--- src/rtl/sample_ram.sv ---
// Sample storage for pcm_fifo: DEPTH x 16, one synchronous write port and one
// synchronous read port with read enable, so the read register holds between pops.
module sample_ram #(
  parameter int DEPTH = 64,
  parameter int AW    = 6
) (
  input  logic          clk,
  input  logic          we,
  input  logic [AW-1:0] waddr,
  input  logic [15:0]   wdata,
  input  logic          re,
  input  logic [AW-1:0] raddr,
  output logic [15:0]   rdata
);

  logic [15:0] mem [DEPTH];

  always_ff @(posedge clk) begin
    if (we) mem[waddr] <= wdata;
    if (re) rdata <= mem[raddr];
  end

endmodule

--- src/rtl/pcm_fifo.sv ---
// CPU-fed PCM sample FIFO: byte-wise little-endian sample assembly on the write side,
// one sample per clken on the audio side, with sticky overflow/underrun flags.
module pcm_fifo #(
  parameter int DEPTH = 64,
  parameter int AW    = 6
) (
  input  logic        clk,
  input  logic        reset,
  input  logic        wr,
  input  logic        adr,
  input  logic [7:0]  data,
  input  logic        clken,
  output logic [15:0] sound_out,
  output logic [8:0]  status,
  output logic        empty,
  output logic        full
);

  localparam int FLUSH   = 0;
  localparam int CLRFLAG = 1;

  logic [AW-1:0] wr_ptr, rd_ptr;
  logic [AW:0]   level, level_nxt;
  logic          phase;
  logic [7:0]    lo_byte;
  logic          overflow, underrun;
  logic          out_zero;
  logic [6:0]    level_sat, level_sat_nxt;
  logic [15:0]   ram_q;

  logic data_wr, ctrl_wr, flush, clr;
  logic push_req, push, pop_req, pop;

  always_comb begin
    data_wr  = wr & ~adr;
    ctrl_wr  = wr & adr;
    flush    = ctrl_wr & data[FLUSH];
    clr      = ctrl_wr & data[CLRFLAG];
    push_req = data_wr & phase;
    push     = push_req & ~full;
    pop_req  = clken & ~flush;
    pop      = pop_req & ~empty;

    level_nxt = level;
    case ({push, pop})
      2'b10:   level_nxt = level + (AW+1)'(1);
      2'b01:   level_nxt = level - (AW+1)'(1);
      default: level_nxt = level;
    endcase

    if (int'(level_nxt) > 127) level_sat_nxt = 7'd127;
    else                       level_sat_nxt = 7'(int'(level_nxt));
  end

  // rd_ptr always addresses the oldest sample, so the RAM read register is the output
  sample_ram #(.DEPTH(DEPTH), .AW(AW)) u_ram (
    .clk   (clk),
    .we    (push & ~reset),
    .waddr (wr_ptr),
    .wdata ({data, lo_byte}),
    .re    (pop & ~reset),
    .raddr (rd_ptr),
    .rdata (ram_q)
  );

  always_ff @(posedge clk) begin
    if (reset) begin
      wr_ptr    <= '0;
      rd_ptr    <= '0;
      level     <= '0;
      level_sat <= '0;
      phase     <= 1'b0;
      lo_byte   <= '0;
      overflow  <= 1'b0;
      underrun  <= 1'b0;
      out_zero  <= 1'b1;
      empty     <= 1'b1;
      full      <= 1'b0;
    end else begin
      if (data_wr) begin
        phase <= ~phase;
        if (!phase) lo_byte <= data;
      end

      if (flush) begin
        wr_ptr    <= '0;
        rd_ptr    <= '0;
        level     <= '0;
        level_sat <= '0;
        phase     <= 1'b0;
        out_zero  <= 1'b1;
        empty     <= 1'b1;
        full      <= 1'b0;
      end else begin
        if (push) wr_ptr <= wr_ptr + AW'(1);
        if (pop) begin
          rd_ptr   <= rd_ptr + AW'(1);
          out_zero <= 1'b0;
        end else if (pop_req) begin
          out_zero <= 1'b1;
        end
        level     <= level_nxt;
        level_sat <= level_sat_nxt;
        empty     <= (level_nxt == '0);
        full      <= (level_nxt == (AW+1)'(DEPTH));
      end

      // an event in the same cycle as a clear wins
      overflow <= (overflow & ~clr) | (push_req & full);
      underrun <= (underrun & ~clr) | (pop_req & empty);
    end
  end

  assign sound_out = out_zero ? 16'h0000 : ram_q;
  assign status    = {overflow, underrun, level_sat};

endmodule

--- config.mk ---
export PLATFORM = sky130hd
export DESIGN_NAME = pcm_fifo
export DESIGN_NICKNAME = d
export VERILOG_FILES = /design/src/rtl/sample_ram.sv /design/src/rtl/pcm_fifo.sv
export SDC_FILE = /design/constraint.sdc
export NUM_CORES = 1
export LEC_CHECK = 0
export CAP_MARGIN = 5
export CORE_MARGIN = 2
export CORE_UTILIZATION = 50
export CTS_CLUSTER_DIAMETER = 200
export DETAILED_ROUTE_END_ITERATION = 10
export PLACE_DENSITY = 0.66
export SLEW_MARGIN = 5
export SYNTH_ARGS = -nofsm -noshare
export SYNTH_HDL_FRONTEND = slang
export SYNTH_SLANG_ARGS = --single-unit
--- constraint.sdc ---
create_clock -name clk -period 4.1 [get_ports clk]
set_input_delay 0.41 -clock clk [delete_from_list [all_inputs] [get_ports clk]]
set_output_delay 0.41 -clock clk [all_outputs]
set_load 0.02 [all_outputs]
### Yosys cells after proc, flatten, opt, wreduce, memory -nomap -nowiden

Memory sizes are Yosys's and may differ from the RTL's. A register that Yosys moved wholly into a read port is not among the register bits.
Cells that the tools add are included.
Widths: inputs -> output; s select.

| storage, ports and cells | value |
|---|---|
| register bits after elaboration | 33 |
| latch bits | 0 |
| memory bits (writable) | 1024 |
| memory bits (read-only) | 0 |
| input port bits | 13 |
| output and inout port bits | 27 |
| word-level logic and storage cells | 51 |
| memories | 1 |

| cells by class | value |
|---|---|
| add/sub/neg operators | 4 |
| multiply operators | 0 |
| div/mod/pow operators | 0 |
| $lt $le $gt $ge | 0 |
| equality and inequality tests | 3 |
| shifts and indexed selects | 0 |
| multiplexer cells | 6 |
| bitwise gates (word level) | 23 |
| reduce and logical (&&, ||, !) cells | 4 |

Memories:

| memory | depth | bits a word | rd ports | clocked after memory_dff | wr ports | RTL line | source |
|---|---|---|---|---|---|---|---|
| u_ram.mem | 64 | 16 | 1 | 1 | 1 | sample_ram.sv:16 | `logic [15:0] mem [DEPTH];` |

Operator list:

| operator | number |
|---|---|
| $mux 16 | 1 |
| $and 1x1->1 | 14 |
| $pmux 7 s2 | 1 |
| $add 6x1->6 const B | 2 |
| $add 7x1->7 const B | 1 |
| $eq 7x7->1 const B | 1 |
| $logic_not 7->1 | 1 |
| $not 1->1 | 7 |
| $sub 7x1->7 const B | 1 |
| $mux 1 | 4 |
| $eq 2x1->1 const B | 1 |
| $eq 2x2->1 const B | 1 |
| $or 1x1->1 | 2 |
| $reduce_and 2->1 | 1 |
| $reduce_bool 2->1 | 1 |
| $reduce_or 2->1 | 1 |

### Longest topological paths before layout

| logic depth | value |
|---|---|
| depth after elaboration | 8 |
| depth in mapped cells | 14 |

### Hierarchy

A second synthesis with hierarchy kept.

| second synthesis, totals | value |
|---|---|
| cells, all modules | 2043 |
| area total of the unflattened synthesis | 42072.9 um2 |

By module, submodules not included:

| module | instances | cells an instance | area each (um2) |
|---|---|---|---|
| sample_ram | 1 | 1829 | 40202.3 |
| pcm_fifo | 1 | 214 | 1870.5 |

### Least setup slack after synthesis

OpenSTA, ideal clock, no wires.

| timing | value |
|---|---|
| kind | input to register |
| start point | input port adr |
| end point | memory u_ram.mem[48][0] (enable) |
| setup time | 430 ps |
| arrival | 2861 ps |
| path slack | 809 ps |
| stages | 5 |
| buffers on the path | 1 |
| cells stage by stage | nand2b_1 > nor3b_2 > inv_1 > clkbuf_1 > nor4_1 |

| between the ends | value |
|---|---|
| cells in the longest elaborated chain, start to end | 7 |

Ends and longest elaborated chain:

| what | RTL line | source |
|---|---|---|
| start, declared | pcm_fifo.sv:10 | `input logic adr,` |
| $not 1->1 | pcm_fifo.sv:35 | `data_wr = wr & ~adr;` |
| $and 1x1->1 | pcm_fifo.sv:35 |  |
| $and 1x1->1 | pcm_fifo.sv:39 | `push_req = data_wr & phase;` |
| $and 1x1->1 | pcm_fifo.sv:40 | `push = push_req & ~full;` |
| $and 1x1->1 | pcm_fifo.sv:58 | `.we (push & ~reset),` |
| $mux 1 | sample_ram.sv:19 | `if (we) mem[waddr] <= wdata;` |
| $mux 1 (implied by the code) | sample_ram.sv:19 |  |
| end, declared | sample_ram.sv:16 |  |

Every way passes these cells.

### Worst setup path in the final report

| timing | value |
|---|---|
| start point | input port wr |
| end point | register empty |

| between the ends | value |
|---|---|
| cells in the longest elaborated chain, start to end | 8 |

Ends and longest elaborated chain:

| what | RTL line | source |
|---|---|---|
| start, declared | pcm_fifo.sv:9 | `input logic wr,` |
| $and 1x1->1 | pcm_fifo.sv:36 | `ctrl_wr = wr & adr;` |
| $and 1x1->1 | pcm_fifo.sv:37 | `flush = ctrl_wr & data[FLUSH];` |
| $not 1->1 | pcm_fifo.sv:41 | `pop_req = clken & ~flush;` |
| $and 1x1->1 | pcm_fifo.sv:41 |  |
| $and 1x1->1 | pcm_fifo.sv:42 | `pop = pop_req & ~empty;` |
| $eq 2x1->1 / $eq 2x2->1 (equally long branches) | pcm_fifo.sv:45 | `case ({push, pop})` |
| $pmux 7 s2 | pcm_fifo.sv:45 |  |
| $logic_not 7->1 | pcm_fifo.sv:104 | `empty <= (level_nxt == '0);` |
| end signal, assigned | pcm_fifo.sv:104 |  |
| end, declared | pcm_fifo.sv:15 | `output logic empty,` |

Several ways; a longest one is shown, not always the timed one.
A chain may end at the register's enable or synchronous reset.

==> flow_summary.json <==
{
  "cp.buffers_inverters": 1,
  "yosysSeqAreaShare_pct": 76.9,
  "die_area_mm2": 0.0853,
  "reg2reg_slack_ns": 0.98,
  "fin_nets": 1975,
  "diodes": 0,
  "core_area_mm2": 0.0821,
  "h-tree-depth": 3,
  "cp_cell_sequence": "clkdlybuf4s50_1, nand3_1, and3b_1, ha_1, xor2_1, ha_1, nor3b_1, a31o_2, a21oi_1, or4_1, a21oi_1, a21oi_1",
  "drv_slew": 0,
  "ctsHoldBuffers": 0,
  "start_util_pct": 50.5,
  "cpPeakStageDelay_ns": 0.51,
  "leakage_nw": 14.0,
  "ys_warn_count": 0,
  "grt_util_all_layers_pct": 21.9,
  "synthCells": 1814,
  "end_kind": "flop",
  "synth_fp_nets": 1832,
  "ys.flop_type": "edfxtp_1",
  "vias": 19100,
  "setup_ws_ns": 0.923,
  "place_area_mm2": 0.0437,
  "clk_latency_ns": 0.67,
  "cts_made_buffers": 104,
  "die_w_um": 292,
  "path_class": "in -> reg",
  "drc_errors": 0,
  "synth-edff-count": 1040,
  "power_density_mw_per_mm2": 478,
  "dp_hpwl_mm": 53.0,
  "fillCellCount": 5732,
  "cts_tree": "yes",
  "cpMaxStageDelayCell": "or4_1",
  "ioPinCount": 40,
  "portBuffers": 39,
  "stdcell_area_mm2": 0.0474,
  "outcome": "finished clean",
  "overflow": 0,
  "grt_max_degree": 97,
  "dp_slack_ns": 0.365,
  "crit_arrival_ns": 3.71,
  "die_h_um": 292,
  "syn_area_per_cell_um2": 22.9,
  "grt_pass1_wl_mm": 134,
  "clockBufferDepth": 3,
  "maxSlewHeadroom_pct": 14.8,
  "path_clk_slew_ns": 0.06,
  "antenna_found_initial": 3,
  "ir_worst_vdd_uv": 439,
  "worst_slew_pin_slew_ns": 1.28,
  "hold_class": "in -> reg",
  "postSynth.asyncResetShare_pct": 0,
  "drt_iter0_drc": 1939,
  "syn-cell-area_mm2": 0.0415,
  "cpLargestDelayFamily": "simple AND/OR/NAND/NOR gates",
  "total_power_mw": 22.6,
  "grt_setup_unrepaired": "false",
  "finalCriticalPeriod_ns": 3.18,
  "fmax_ghz": 0.315,
  "cpMostUsedCell": "a21oi_1",
  "row_count": 105,
  "required_ns": 4.63,
  "holdWs_ns": 0.281,
  "wl_per_cell_um": 29.4,
  "first_global_vias": 19600,
  "drive_above_1_share_pct": 31.2,
  "drtPass1Iterations": 7,
  "post_cts_buffers": 0,
  "cts_num_sinks": 1073,
  "drv_cap": 0,
  "setup-tns-final_ns": 0,
  "skew_ns": 0.0225,
  "synth-seq-cells": 1073,
  "ys_types": 46,
  "viasPerCell": 6.14,
  "syn_to_final_growth_pct": 14.2,
  "hold_viol": 0,
  "worstPathMaxFanout": 12,
  "drt_wl_total_mm": 91.7,
  "root_buffer": "clkbuf_16",
  "min_period_over_period_pct": 77.5,
  "setup_viol": 0,
  "place_congestion": 0.785,
  "postRouteAntennaNets": 0,
  "cts_resized": 0,
  "critPathLaunchType": "input port"
}
## stage by stage
stage | utilization [%] | std cells
after CTS | 57.7 | 3118
after global placement | 53.2 | 2921
after global routing | 57.7 | 3118
final | 57.7 | 3118
after detailed placement | 53.2 | 2921
after floorplan | - | 1814
## worst reg2reg max path: stages, from the launching register on
cell     delay [ns]
dfxtp_1        0.33
and3b_1        0.44
ha_1           0.48
xor2_1         0.25
ha_1           0.28
nor3b_1        0.21
a31o_2         0.19
a21oi_1        0.05
or4_1          0.51
a21oi_1        0.20
a21oi_1        0.06
## cells in the final DEF, fill, tap and decap left out, types with 4 or more instances in the layout
master              n
clkinvlp_4          8
dfxtp_1            20
nand4_1             4
nor2_1             83
buf_2               8
inv_1               5
bufinv_16          20
inv_6               4
dfxtp_4             5
o21ai_0             4
nand2b_1            4
clkbuf_1           15
a21oi_1            23
nand2_1            16
a31oi_1             4
clkinv_2           21
buf_4              98
or3_1              12
xor2_1             10
nand3b_1            4
nor2b_1            35
mux2i_1            26
clkinv_1           14
mux4_2            320
ha_1                5
nor2_2              7
edfxtp_1         1040
dfxtp_2             8
clkdlybuf4s50_1    31
a211oi_1           16
nand3_1            11
xnor2_1             5
clkbuf_16         106
buf_12             12
## cell families (layout without fill, tap and decap cells)
group,Yosys count,count (layout),share of synthesized area (%)
multiplexers,346,346,18.0
flip-flops,1073,1073,76.9
XOR/XNOR,15,15,0.317
adder cells (fa/ha/maj),5,5,0.151
AND/OR/NAND/NOR,196,196,2.35
AO/OA/AOI/OAI,62,62,0.962
buffers and inverters,117,351,1.35
## metal layers
layer	global-route usage (%)	routed length [um]	vias up
li1	-	-	7946
met1	31.1	37800	10300
met2	34.8	44200	758
met3	3.79	6550	136
met4	7.62	3070	0
met5	0	0	-
## state kept, by name, indices dropped and copies added (netlist names), 6 cells and up
name / flops
wr_ptr: 6
rd_ptr: 6
lo_byte: 8
u_ram.rdata: 16
level_sat: 7
u_ram.mem: 1024
## final timing paths
check                               from                end  depth (start not counted)
worst max register to register     empty              empty                         10
worst min register to register  overflow           overflow                          2
worst max-delay path                  wr              empty                         12
worst min-delay path             data[3]  u_ram.mem[10][11]                          1
## cell type report
class                           instances  area (um^2)  area share [%]
Sequential cell                      1073        31900            67.4
Tap cell                             1070         1340            2.83
Multi-Input combinational cell        624         9080            19.2
Clock inverter                         73          930            1.96
Inverter                                5         18.8          0.0396
Clock buffer                          124         2750            5.81
Timing Repair Buffer                  149         1330            2.80
## synthesized netlist by cell type, types with 5 or more instances
master    number  area [um^2]
edfxtp_1    1040        31200
a211oi_1      16          120
xor2_1        10         87.6
a21oi_1       23          115
mux4_2       320         7210
clkbuf_1      60          225
or3_1         12         75.1
nand3_1       11         55.1
mux2i_1       26          260
nor3_1         5         25.0
xnor2_1        5         43.8
nor2_1        90          338
inv_1          5         18.8
buf_6         10          113
nand2_1       16         60.1
nor2b_1       36          225
ha_1           5         62.6
buf_1         13         48.8
dfxtp_1       33          661
buf_2         25          125
## power breakdown
group	leakage [nW]	switching, mW	internal, mW
combinational	2.80	0.252	0.145
sequential	9.39	0.0546	12.0
clock	1.79	4.08	6.07
total	14.0	4.38	18.2
No activity file was read; power rests on OpenSTA's default activity.
